===== src/rtl/downscale_sequencer_if.sv =====
// downscale_sequencer_if: pixel-job handshake between the frame sequencer and the interpolation datapath
interface downscale_sequencer_if #(parameter int ADDR_W = 19);
    logic              job_valid;
    logic              job_ready;
    logic [15:0]       job_x;
    logic [15:0]       job_y;
    logic [7:0]        job_fx;
    logic [7:0]        job_fy;
    logic [ADDR_W-1:0] job_addr;
    modport master (output job_valid, job_x, job_y, job_fx, job_fy, job_addr, input job_ready);
    modport slave  (input job_valid, job_x, job_y, job_fx, job_fy, job_addr, output job_ready);
endinterface


===== src/rtl/downscale_sequencer.sv =====
// downscale_sequencer: raster-order Q16.8 coordinate walker issuing one bilinear job per output pixel
module downscale_sequencer #(
    parameter int                ADDR_W   = 19,
    parameter logic [ADDR_W-1:0] OUT_BASE = 'h40000
) (
    input  logic                   clk,
    input  logic                   rst,
    input  logic                   start_req,
    input  logic                   abort,
    input  logic [15:0]            cfg_width,
    input  logic [15:0]            cfg_height,
    input  logic [15:0]            cfg_scale,
    input  logic                   step_mode,
    input  logic                   step_pulse,
    input  logic                   dp_idle,
    downscale_sequencer_if.master  job,
    output logic                   busy,
    output logic                   done,
    output logic                   cfg_err,
    output logic [15:0]            out_w,
    output logic [15:0]            out_h
);
    typedef enum logic [2:0] {IDLE, ISSUE, STEP_WAIT, DRAIN, DONE} state_t;
    state_t            state_q, state_d;
    logic              start_q;
    logic [23:0]       acc_x_q, acc_x_d, acc_y_q, acc_y_d, nx, ny;
    logic [ADDR_W-1:0] addr_q, addr_d;
    logic [15:0]       col_q, col_d, row_q, row_d, row_w_q, row_w_d;
    logic [15:0]       out_w_q, out_w_d, out_h_q, out_h_d;
    logic              done_q, done_d, err_q, err_d;
    logic              start_ok, cfg_bad, accept;
    always_ff @(posedge clk) begin
        if (rst) begin
            state_q <= IDLE;
            start_q <= 1'b0;
            acc_x_q <= '0;
            acc_y_q <= '0;
            addr_q  <= '0;
            col_q   <= '0;
            row_q   <= '0;
            row_w_q <= '0;
            out_w_q <= '0;
            out_h_q <= '0;
            done_q  <= 1'b0;
            err_q   <= 1'b0;
        end else begin
            state_q <= state_d;
            start_q <= start_req;
            acc_x_q <= acc_x_d;
            acc_y_q <= acc_y_d;
            addr_q  <= addr_d;
            col_q   <= col_d;
            row_q   <= row_d;
            row_w_q <= row_w_d;
            out_w_q <= out_w_d;
            out_h_q <= out_h_d;
            done_q  <= done_d;
            err_q   <= err_d;
        end
    end
    assign start_ok = start_req && !start_q && (state_q == IDLE || state_q == DONE);
    assign cfg_bad  = cfg_width < 16'd2 || cfg_height < 16'd2 || cfg_scale < 16'h0100;
    assign accept   = state_q == ISSUE && job.job_ready;
    assign nx       = acc_x_q + {8'b0, cfg_scale};
    assign ny       = acc_y_q + {8'b0, cfg_scale};
    always_comb begin
        state_d = state_q;
        acc_x_d = acc_x_q;
        acc_y_d = acc_y_q;
        addr_d  = addr_q;
        col_d   = col_q;
        row_d   = row_q;
        row_w_d = row_w_q;
        out_w_d = out_w_q;
        out_h_d = out_h_q;
        done_d  = done_q;
        err_d   = err_q;
        if (abort) begin
            state_d = IDLE;
        end else if (start_ok) begin
            done_d  = 1'b0;
            err_d   = cfg_bad;
            state_d = cfg_bad ? IDLE : ISSUE;
            acc_x_d = cfg_bad ? acc_x_q : '0;
            acc_y_d = cfg_bad ? acc_y_q : '0;
            addr_d  = cfg_bad ? addr_q : OUT_BASE;
            col_d   = cfg_bad ? col_q : '0;
            row_d   = cfg_bad ? row_q : '0;
        end else if (accept) begin
            addr_d = addr_q + ADDR_W'(1);
            if (nx[23:8] < cfg_width - 16'd1) begin
                acc_x_d = nx;
                col_d   = col_q + 16'd1;
                state_d = step_mode ? STEP_WAIT : ISSUE;
            end else begin
                acc_x_d = '0;
                col_d   = '0;
                row_w_d = col_q + 16'd1;
                if (ny[23:8] < cfg_height - 16'd1) begin
                    acc_y_d = ny;
                    row_d   = row_q + 16'd1;
                    state_d = step_mode ? STEP_WAIT : ISSUE;
                end else begin
                    state_d = DRAIN;
                end
            end
        end else if (state_q == STEP_WAIT) begin
            state_d = (step_pulse || !step_mode) ? ISSUE : STEP_WAIT;
        end else if (state_q == DRAIN && dp_idle) begin
            out_w_d = row_w_q;
            out_h_d = row_q + 16'd1;
            done_d  = 1'b1;
            state_d = DONE;
        end
    end
    always_comb begin
        job.job_valid = state_q == ISSUE;
        job.job_x     = acc_x_q[23:8];
        job.job_fx    = acc_x_q[7:0];
        job.job_y     = acc_y_q[23:8];
        job.job_fy    = acc_y_q[7:0];
        job.job_addr  = addr_q;
        busy          = state_q == ISSUE || state_q == STEP_WAIT || state_q == DRAIN;
        done          = done_q;
        cfg_err       = err_q;
        out_w         = out_w_q;
        out_h         = out_h_q;
    end
endmodule

===== src/flat_wrapper.sv =====
// flat-port wrapper written by rule: the top's interface ports become plain ports
module downscale_sequencer_flat 
#(
    parameter int                ADDR_W   = 19,
    parameter logic [ADDR_W-1:0] OUT_BASE = 'h40000
)
  (clk, rst, start_req, abort, cfg_width, cfg_height, cfg_scale, step_mode, step_pulse, dp_idle, busy, done, cfg_err, out_w, out_h, job_job_valid, job_job_x, job_job_y, job_job_fx, job_job_fy, job_job_addr, job_job_ready);
  downscale_sequencer_if #(.ADDR_W(ADDR_W)) job_i ();
  input  logic clk;
  input  logic rst;
  input  logic start_req;
  input  logic abort;
  input  logic [15:0] cfg_width;
  input  logic [15:0] cfg_height;
  input  logic [15:0] cfg_scale;
  input  logic step_mode;
  input  logic step_pulse;
  input  logic dp_idle;
  output logic busy;
  output logic done;
  output logic cfg_err;
  output logic [15:0] out_w;
  output logic [15:0] out_h;
  output wire logic [$bits(job_i.job_valid)-1:0] job_job_valid;
  output wire logic [$bits(job_i.job_x)-1:0] job_job_x;
  output wire logic [$bits(job_i.job_y)-1:0] job_job_y;
  output wire logic [$bits(job_i.job_fx)-1:0] job_job_fx;
  output wire logic [$bits(job_i.job_fy)-1:0] job_job_fy;
  output wire logic [$bits(job_i.job_addr)-1:0] job_job_addr;
  input wire logic [$bits(job_i.job_ready)-1:0] job_job_ready;
  assign job_job_valid = job_i.job_valid;
  assign job_job_x = job_i.job_x;
  assign job_job_y = job_i.job_y;
  assign job_job_fx = job_i.job_fx;
  assign job_job_fy = job_i.job_fy;
  assign job_job_addr = job_i.job_addr;
  assign job_i.job_ready = job_job_ready;
  downscale_sequencer #(.ADDR_W(ADDR_W), .OUT_BASE(OUT_BASE)) u_core (.clk(clk), .rst(rst), .start_req(start_req), .abort(abort), .cfg_width(cfg_width), .cfg_height(cfg_height), .cfg_scale(cfg_scale), .step_mode(step_mode), .step_pulse(step_pulse), .dp_idle(dp_idle), .job(job_i), .busy(busy), .done(done), .cfg_err(cfg_err), .out_w(out_w), .out_h(out_h));
endmodule

===== config.mk =====
export PLATFORM = sky130hd
export DESIGN_NAME = downscale_sequencer_flat
export DESIGN_NICKNAME = d
export VERILOG_FILES = /design/src/rtl/downscale_sequencer_if.sv /design/src/rtl/downscale_sequencer.sv /design/src/flat_wrapper.sv
export SDC_FILE = /design/constraint.sdc
export NUM_CORES = 1
export LEC_CHECK = 0
export ABC_CLOCK_PERIOD_IN_PS = 7300
export CELL_PAD_IN_SITES_DETAIL_PLACEMENT = 1
export CELL_PAD_IN_SITES_GLOBAL_PLACEMENT = 2
export CORE_MARGIN = 1.5
export CORE_UTILIZATION = 32
export CTS_CLUSTER_SIZE = 20
export DETAILED_ROUTE_END_ITERATION = 8
export GPL_TIMING_DRIVEN = 0
export PLACE_DENSITY = 0.87
export SLEW_MARGIN = 20
export SYNTH_ARGS = -nofsm -noshare
export SYNTH_HDL_FRONTEND = slang
export SYNTH_SLANG_ARGS = --single-unit

===== constraint.sdc =====
create_clock -name clk -period 7.3 [get_ports clk]
set_clock_uncertainty 0.05 [all_clocks]
set_input_delay 2.19 -clock clk [delete_from_list [all_inputs] [get_ports clk]]
set_output_delay 2.19 -clock clk [all_outputs]
set_load 0.02 [all_outputs]

==> qor.tcl, run 1 <==
set qor(viasPerCell) 5.29
set qor(final_antenna_net_count) 0
set qor(worst_setup_hold_path_clk_slew_ns) 0.07
set qor(final_number_of_max_transition_violations) 0
set qor(die_h_um) 174
set qor(syn_area_per_cell_sq_um) 8.06
set qor(async_flop_share) 0
set qor(worst-r2r-setup-slack_ns) 2.11
set qor(synth.lib_cells_used.distinct) 76
set qor(drc) 0
set qor(setup_viol) 0
set qor(grt_first_pass_wirelength_um) 50700
set qor(synthMostInstantiatedCell) {dfxtp_1}
set qor(final-seq-area_sq_um) 3060
set qor(worst_r2r_startpoint) {u_core.acc_x_q[0]$_SDFFE_PP0P_}
set qor(run_status) {finished clean}
set qor(worst_hold_path_type) {reg2reg}
set qor(nNetsFinal) 1474
set qor(finalWorstPathRequiredPeriod_ns) 7.00
set qor(cts_hold_repair.buffers) 0
set qor(htree_levels) 4
set qor(cts-root-to-sink-buffers) 2
set qor(final_layout_size_suffix_gt1_frac) 0.0661
set qor(maxCapViolCount) 0
set qor(floorplan.die_area_sq_um) 30300
set qor(hpwlAfterDp_um) 24300
set qor(min_delay_path_depth) 2
set qor(layout.cells.non_filler) 1750
set qor(synth_top_area_frac) 0.327
set qor(final-hold-violation-count) 0
set qor(grt.overflow.total) 0
set qor(pwr_density_cell_nw_per_um2) 163
set qor(dpl.cell_count) 1703
set qor(hold-path-endpoint) {u_core.out_w[11]$_SDFFE_PP0P_}
set qor(leakage_nw) 4.39
set qor(headroom_to_the_max_slew_limit) 0.479
set qor(vias) 9250
set qor(synth.top_cells.by_count) {dfxtp_1, nor2_1, nand2_1, a21oi_1, xnor2_1}
set qor(timing_worst_setup_path_type) {in2reg}
set qor(synth.ff_latch_count) 153
set qor(top_post_synthesis_cells_by_area) {dfxtp_1, ha_1, xnor2_1}
set qor(gr-usage-all-layers) 0.208
set qor(multi_input_area_sq_um) 6080
set qor(worst_slew_pin_slew_ns) 0.782
set qor(ys_dominant_reg_cell) {dfxtp_1}
set qor(tritoncts.num_buffers) 17
set qor(initial_utilization) 0.326
set qor(routedWlPerCell_um) 17.9
set qor(fmaxAchievable_mhz) 143
set qor(timing.hold.worst.start) {u_core.out_w[11]$_SDFFE_PP0P_}
set qor(critical_path.endpoint_type) {register}
set qor(grt_max_degree) 17
set qor(count_of_routing_violations_after_the_opening_detailed_route_iteration) 468
set qor(worst_ep_arrival_time_ns) 7.25
set qor(sequential_area_share_after_synthesis) 0.327
set qor(design.core.area_sq_um) 28800
set qor(cts.sinks) 153
set qor(ir_worst_vdd_v) 0.000126
set qor(synth_cells) 1162
set qor(syn_nets) 1287
set qor(dpl_cell_area_sq_um) 11400
set qor(wp_data_required_ns) 7.55
set qor(fillCellCount) 3508
set qor(finish.instance_area_sq_um) 12200
set qor(first_pass_iters) 4
set qor(number_of_warnings_issued_by_yosys) 0
set qor(reg2reg_depth) 21
set qor(timing.final.crit_share) 0.958
set qor(critical_path.max_fanout) 10
set qor(via_count_of_the_first_global_routing_pass) 9452
set qor(insertion_delay_ns) 0.43
set qor(clock_tree_from_tritoncts) {built}
set qor(synth_area_leader_cell) {dfxtp_1}
set qor(detail_route.wirelength_um) 31400
set qor(fp.dieW_um) 174
set qor(synthToLayoutAreaGrowth_pct) 30.1
set qor(syn-cell-area_sq_um) 9370
set qor(floorplan.io_pins) 159
set qor(rows) 62
set qor(grt_antenna_before_repair) 4
set qor(reg2reg_to) {u_core.row_q[0]$_SDFFE_PP0P_}
set qor(grt_setup_unrepaired) {no}
set qor(synth_edf_count) 0
set qor(cts_root_buf) {clkbuf_16}
set qor(portBuffers) 157
set qor(final_weighted_congestion_in_routability_driven_placement) 0.826
set qor(cp-start-kind) {input pin}
[worst max-delay path: stages]
cell,delay [ns]
clkdlybuf4s50_1,0.50
ha_1,0.39
and2_2,0.25
a2111o_1,0.37
a311oi_1,0.37
or3_1,0.21
a31o_1,0.27
nor2b_1,0.11
xor2_1,0.16
ha_1,0.33
nand4_1,0.09
or3_1,0.38
or2_2,0.34
o211a_1,0.30
or3_4,0.39
buf_6,0.16
buf_2,0.21
a21oi_1,0.18
nor2_1,0.05
[sequential cells by signal, indices dropped and copies added (netlist names)]
register	flops
u_core.done	1
u_core.start_q	1
u_core.state_q	3
u_core.acc_x_q	24
u_core.acc_y_q	24
u_core.col_q	16
u_core.job.job_addr	19
u_core.out_h	16
u_core.row_w_q	16
u_core.out_w	16
u_core.cfg_err	1
u_core.row_q	16
[placed cells by master (no fill, tap or decap), drive strengths merged, types with 6 or more instances in the layout]
cell,n
dfxtp,153
o31ai,17
a21o,13
or4,6
a311oi,6
nor2,130
clkbuf,55
and2,8
a211oi,29
xnor2,75
clkdlybuf4s50,156
or3,19
nand3,46
a22oi,13
nand4,13
nor3,33
o21ai,63
or2,6
buf,24
o211ai,17
a31oi,10
a21oi,89
nor2b,8
inv,33
ha,67
nand2b,13
and3,21
nor4,16
nand2,127
xor2,28
[what timing repair did]
action	4_1_cts	5_1_grt
pin swaps	2	6
setup endpoints to repair	87	84
gates resized for setup	6	21
setup buffers	3	8
[report_power, final]
part	total, mW	internal, mW	switching [mW]
logic	0.238	0.0955	0.143
clock network	0.909	0.508	0.401
registers	0.845	0.839	0.00589
[worst max path at each step]
stage | endpoint | slack (ns) | cells after the start | from
2_1_floorplan | u_core.row_q[14]$_SDFFE_PP0P_ | 0.74 | 19 | cfg_scale[0]
3_5_place_dp | u_core.row_q[15]$_SDFFE_PP0P_ | -1.0 | 21 | cfg_scale[0]
6_report | u_core.row_q[0]$_SDFFE_PP0P_ | 0.30 | 19 | cfg_scale[8]
5_1_grt | u_core.row_q[0]$_SDFFE_PP0P_ | 0.01 | 20 | cfg_scale[6]
3_3_place_gp | u_core.row_q[15]$_SDFFE_PP0P_ | -0.94 | 21 | cfg_scale[0]
4_1_cts | u_core.row_w_q[11]$_SDFFE_PP0P_ | -0.008 | 20 | cfg_scale[0]
[kinds of logic (layout without fill, tap and decap cells)]
group	count (synthesis)	after routing	share of synthesized area
other cells	0	4	0
simple gates	459	459	0.238
compound gates	298	298	0.206
buf+inv	74	274	0.0322
mux	6	6	0.00694
xor+xnor	103	103	0.0963
fa+ha+maj	69	69	0.0937
flops	153	153	0.327
[metal layers]
metal	vias to the layer above	wire [um]	global-route usage
li1	4585	-	-
met1	4479	14800	0.276
met2	161	14800	0.348
met3	25	1200	0.0317
met4	0	582	0.0607
met5	-	0	0
[metrics by stage]
stage	utilization	setup TNS (ns)	total power, mW	setup slack, ns	hold slack [ns]
2_1_floorplan	-	0	0.996	0.735	0.381
3_3_place_gp	0.397	-59.16	1.09	-0.940	0.389
3_5_place_dp	0.397	-65.56	1.10	-0.999	0.403
4_1_cts	0.419	-0.0194	2.01	-0.00760	0.412
5_1_grt	0.423	0	2.07	0.00973	0.437
6_report	0.424	0	1.99	0.304	0.408
[layout make-up]
cell class                      count  share of cell area
Clock inverter                     12              0.0104
Tap cell                          384              0.0394
Timing Repair Buffer              168               0.136
Clock buffer                       20              0.0383
Buffer                             48              0.0170
Sequential cell                   153               0.251
Inverter                           26             0.00800
Antenna cell                        4            0.000821
Multi-Input combinational cell    935               0.499
Power figures use the tool's default switching activity.
==> inputs of run 2 (changes only) <==
RECOVER_POWER = 50   (was unset)
==> qor.tcl, run 2 (synthesis gave the netlist of run 1 again) <==
set qor(count_of_routing_violations_after_the_opening_detailed_route_iteration) 450
set qor(grt.overflow.total) 0
set qor(wp_data_required_ns) 7.60
set qor(grt_antenna_before_repair) 4
set qor(power.share.combinational) 0.119
set qor(grt_first_pass_wirelength_um) 50700
set qor(final_weighted_congestion_in_routability_driven_placement) 0.826
set qor(worst_hold_path_type) {reg2reg}
set qor(via_count_of_the_first_global_routing_pass) 9452
set qor(cts-root-to-sink-buffers) 2
set qor(tritoncts.num_buffers) 17
set qor(hpwlAfterDp_um) 24300
set qor(insertion_delay_ns) 0.44
set qor(synthToLayoutAreaGrowth_pct) 30.1
set qor(worst_slew_pin_slew_ns) 0.770
set qor(power_mw) 1.99
set qor(floorplan.io_pins) 159
set qor(grt_setup_unrepaired) {no}
set qor(initial_utilization) 0.326
set qor(fp.dieW_um) 174
set qor(leakage_nw) 4.75
set qor(final-hold-violation-count) 0
set qor(floorplan.die_area_sq_um) 30300
set qor(headroom_to_the_max_slew_limit) 0.485
set qor(critical_path.max_fanout) 10
set qor(cts_root_buf) {clkbuf_16}
set qor(switchingPower_mw) 0.551
set qor(finalWorstPathRequiredPeriod_ns) 7.03
set qor(setup_viol) 0
set qor(power.internal_mw) 1.44
set qor(cts_hold_repair.buffers) 0
set qor(run_status) {finished clean}
set qor(maxCapViolCount) 0
set qor(detail_route.wirelength_um) 31400
set qor(dpl.cell_count) 1703
set qor(cts.sinks) 153
set qor(timing.final.crit_share) 0.963
set qor(first_pass_iters) 7
set qor(timing_worst_setup_path_type) {in2reg}
set qor(design.core.area_sq_um) 28800
set qor(gr-usage-all-layers) 0.208
set qor(library_cell_contributing_the_largest_single_delay_on_the_critical_path) {a2111oi_1}
set qor(critical_path.max_stage_delay_ns) 0.74
set qor(switching_share) 0.277
set qor(critical_path.endpoint_type) {register}
set qor(die_h_um) 174
set qor(cp-start-kind) {input pin}
set qor(fillCellCount) 3508
set qor(layout.cells.non_filler) 1750
set qor(seq_power_share) 0.424
set qor(final_antenna_net_count) 0
set qor(nNetsFinal) 1474
set qor(portBuffers) 157
set qor(routedWlPerCell_um) 17.9
set qor(ir_worst_vdd_v) 0.000128
set qor(drc) 0
set qor(htree_levels) 4
set qor(worst_setup_hold_path_clk_slew_ns) 0.07
set qor(fmaxAchievable_mhz) 142
set qor(final_layout_size_suffix_gt1_frac) 0.0661
set qor(viasPerCell) 5.31
set qor(power.share.clock) 0.457
set qor(grt_max_degree) 17
set qor(final_number_of_max_transition_violations) 0
set qor(final_common_cell) {dfxtp_1}
set qor(rows) 62
set qor(crit_path_cell_trace) {clkdlybuf4s50_1, ha_1, a21o_1, or3_1, o211ai_1, buf_4, nand2b_1, a211oi_1, nor2_1, ha_1, a2111oi_1, nand2_1, nor2_1, mux2_4, o21ai_4, nor2_2, buf_2, nand3_1, a21oi_1}
set qor(pwr_density_cell_nw_per_um2) 163
set qor(clock_tree_from_tritoncts) {built}
set qor(vias) 9288
set qor(worst_ep_arrival_time_ns) 7.33
set qor(layout_common_cells) {dfxtp_1, nand2_1, nor2_1}
run 2: cell types whose count changed in the layout (fill, tap and decap cells not counted), sizes merged:
cell,change
clkdlybuf4s50,-105
dlygate4sd3,+105
buf,-1
clkbuf,+1
run 2: cell type report:
class | instances | area, sq um | share of cell area
timing repair buffer | 168 | 1660 | 0.136
clock inverter | 12 | 126 | 0.0104
buffer | 48 | 208 | 0.0170
tap | 384 | 480 | 0.0394
sequential | 153 | 3060 | 0.251
inverter | 26 | 97.6 | 0.00800
clock buffer | 20 | 467 | 0.0383
multi-input combinational | 935 | 6080 | 0.499
antenna | 4 | 10.0 | 0.000821
run 2: timing repair:
action                                  in CTS  in global routing
setup buffers                                3                  8
gates resized for setup                      6                 21
pin swaps                                    2                  6
gates cloned                                 0                  0
endpoints found under the setup margin      87                 84
run 2: path summary, 6_finish.rpt:
check,from,endpoint,slack (ns),cells past startpoint
max reg2reg,u_core.acc_x_q[0]$_SDFFE_PP0P_,u_core.row_q[0]$_SDFFE_PP0P_,2.12,21
min reg2reg,u_core.out_w[11]$_SDFFE_PP0P_,u_core.out_w[11]$_SDFFE_PP0P_,0.40,2
max,cfg_scale[5],u_core.acc_x_q[8]$_SDFFE_PP0P_,0.27,19
min,u_core.out_w[11]$_SDFFE_PP0P_,u_core.out_w[11]$_SDFFE_PP0P_,0.40,2
run 2: metal layers:
metal | GRT usage | wire (um)
met3 | 0.0317 | 1010
met4 | 0.0607 | 624
met2 | 0.348 | 14800
met5 | 0 | 0
met1 | 0.276 | 15000
run 2: stage by stage:
stage	cell area [sq um]	hold slack [ns]	TNS, ns	util	worst slack, ns
3_5_place_dp	11400	0.403	-65.56	0.397	-0.999
6_report	12200	0.405	0	0.424	0.271
4_1_cts	12100	0.412	-0.0194	0.419	-0.00760
2_1_floorplan	9370	0.381	0	-	0.735
5_1_grt	12200	0.436	0	0.423	0.00973
3_3_place_gp	11400	0.389	-59.16	0.397	-0.940
run 2: critical path, delay by kind of cell:
family	cells	cell delay, ns
muxes	1	0.21
adders and majority gates	2	0.62
and+or+nand+nor	7	1.38
AOI/OAI and AO/OA	6	1.88
buffers and inverters	3	1.05
run 2: power groups by stage:
stage	clock, mW	combinational, mW	sequential, mW
2_1_floorplan	0	0.128	0.867
3_3_place_gp	0	0.230	0.864
3_5_place_dp	0	0.234	0.864
4_1_cts	0.927	0.237	0.845
5_1_grt	0.961	0.262	0.845
6_report	0.910	0.237	0.845
==> inputs of run 3 (changes only) <==
SLEW_MARGIN = unset   (was 20)
==> results of run 3 <==
The final DEF is identical to that of run 2; final timing and power are the same.
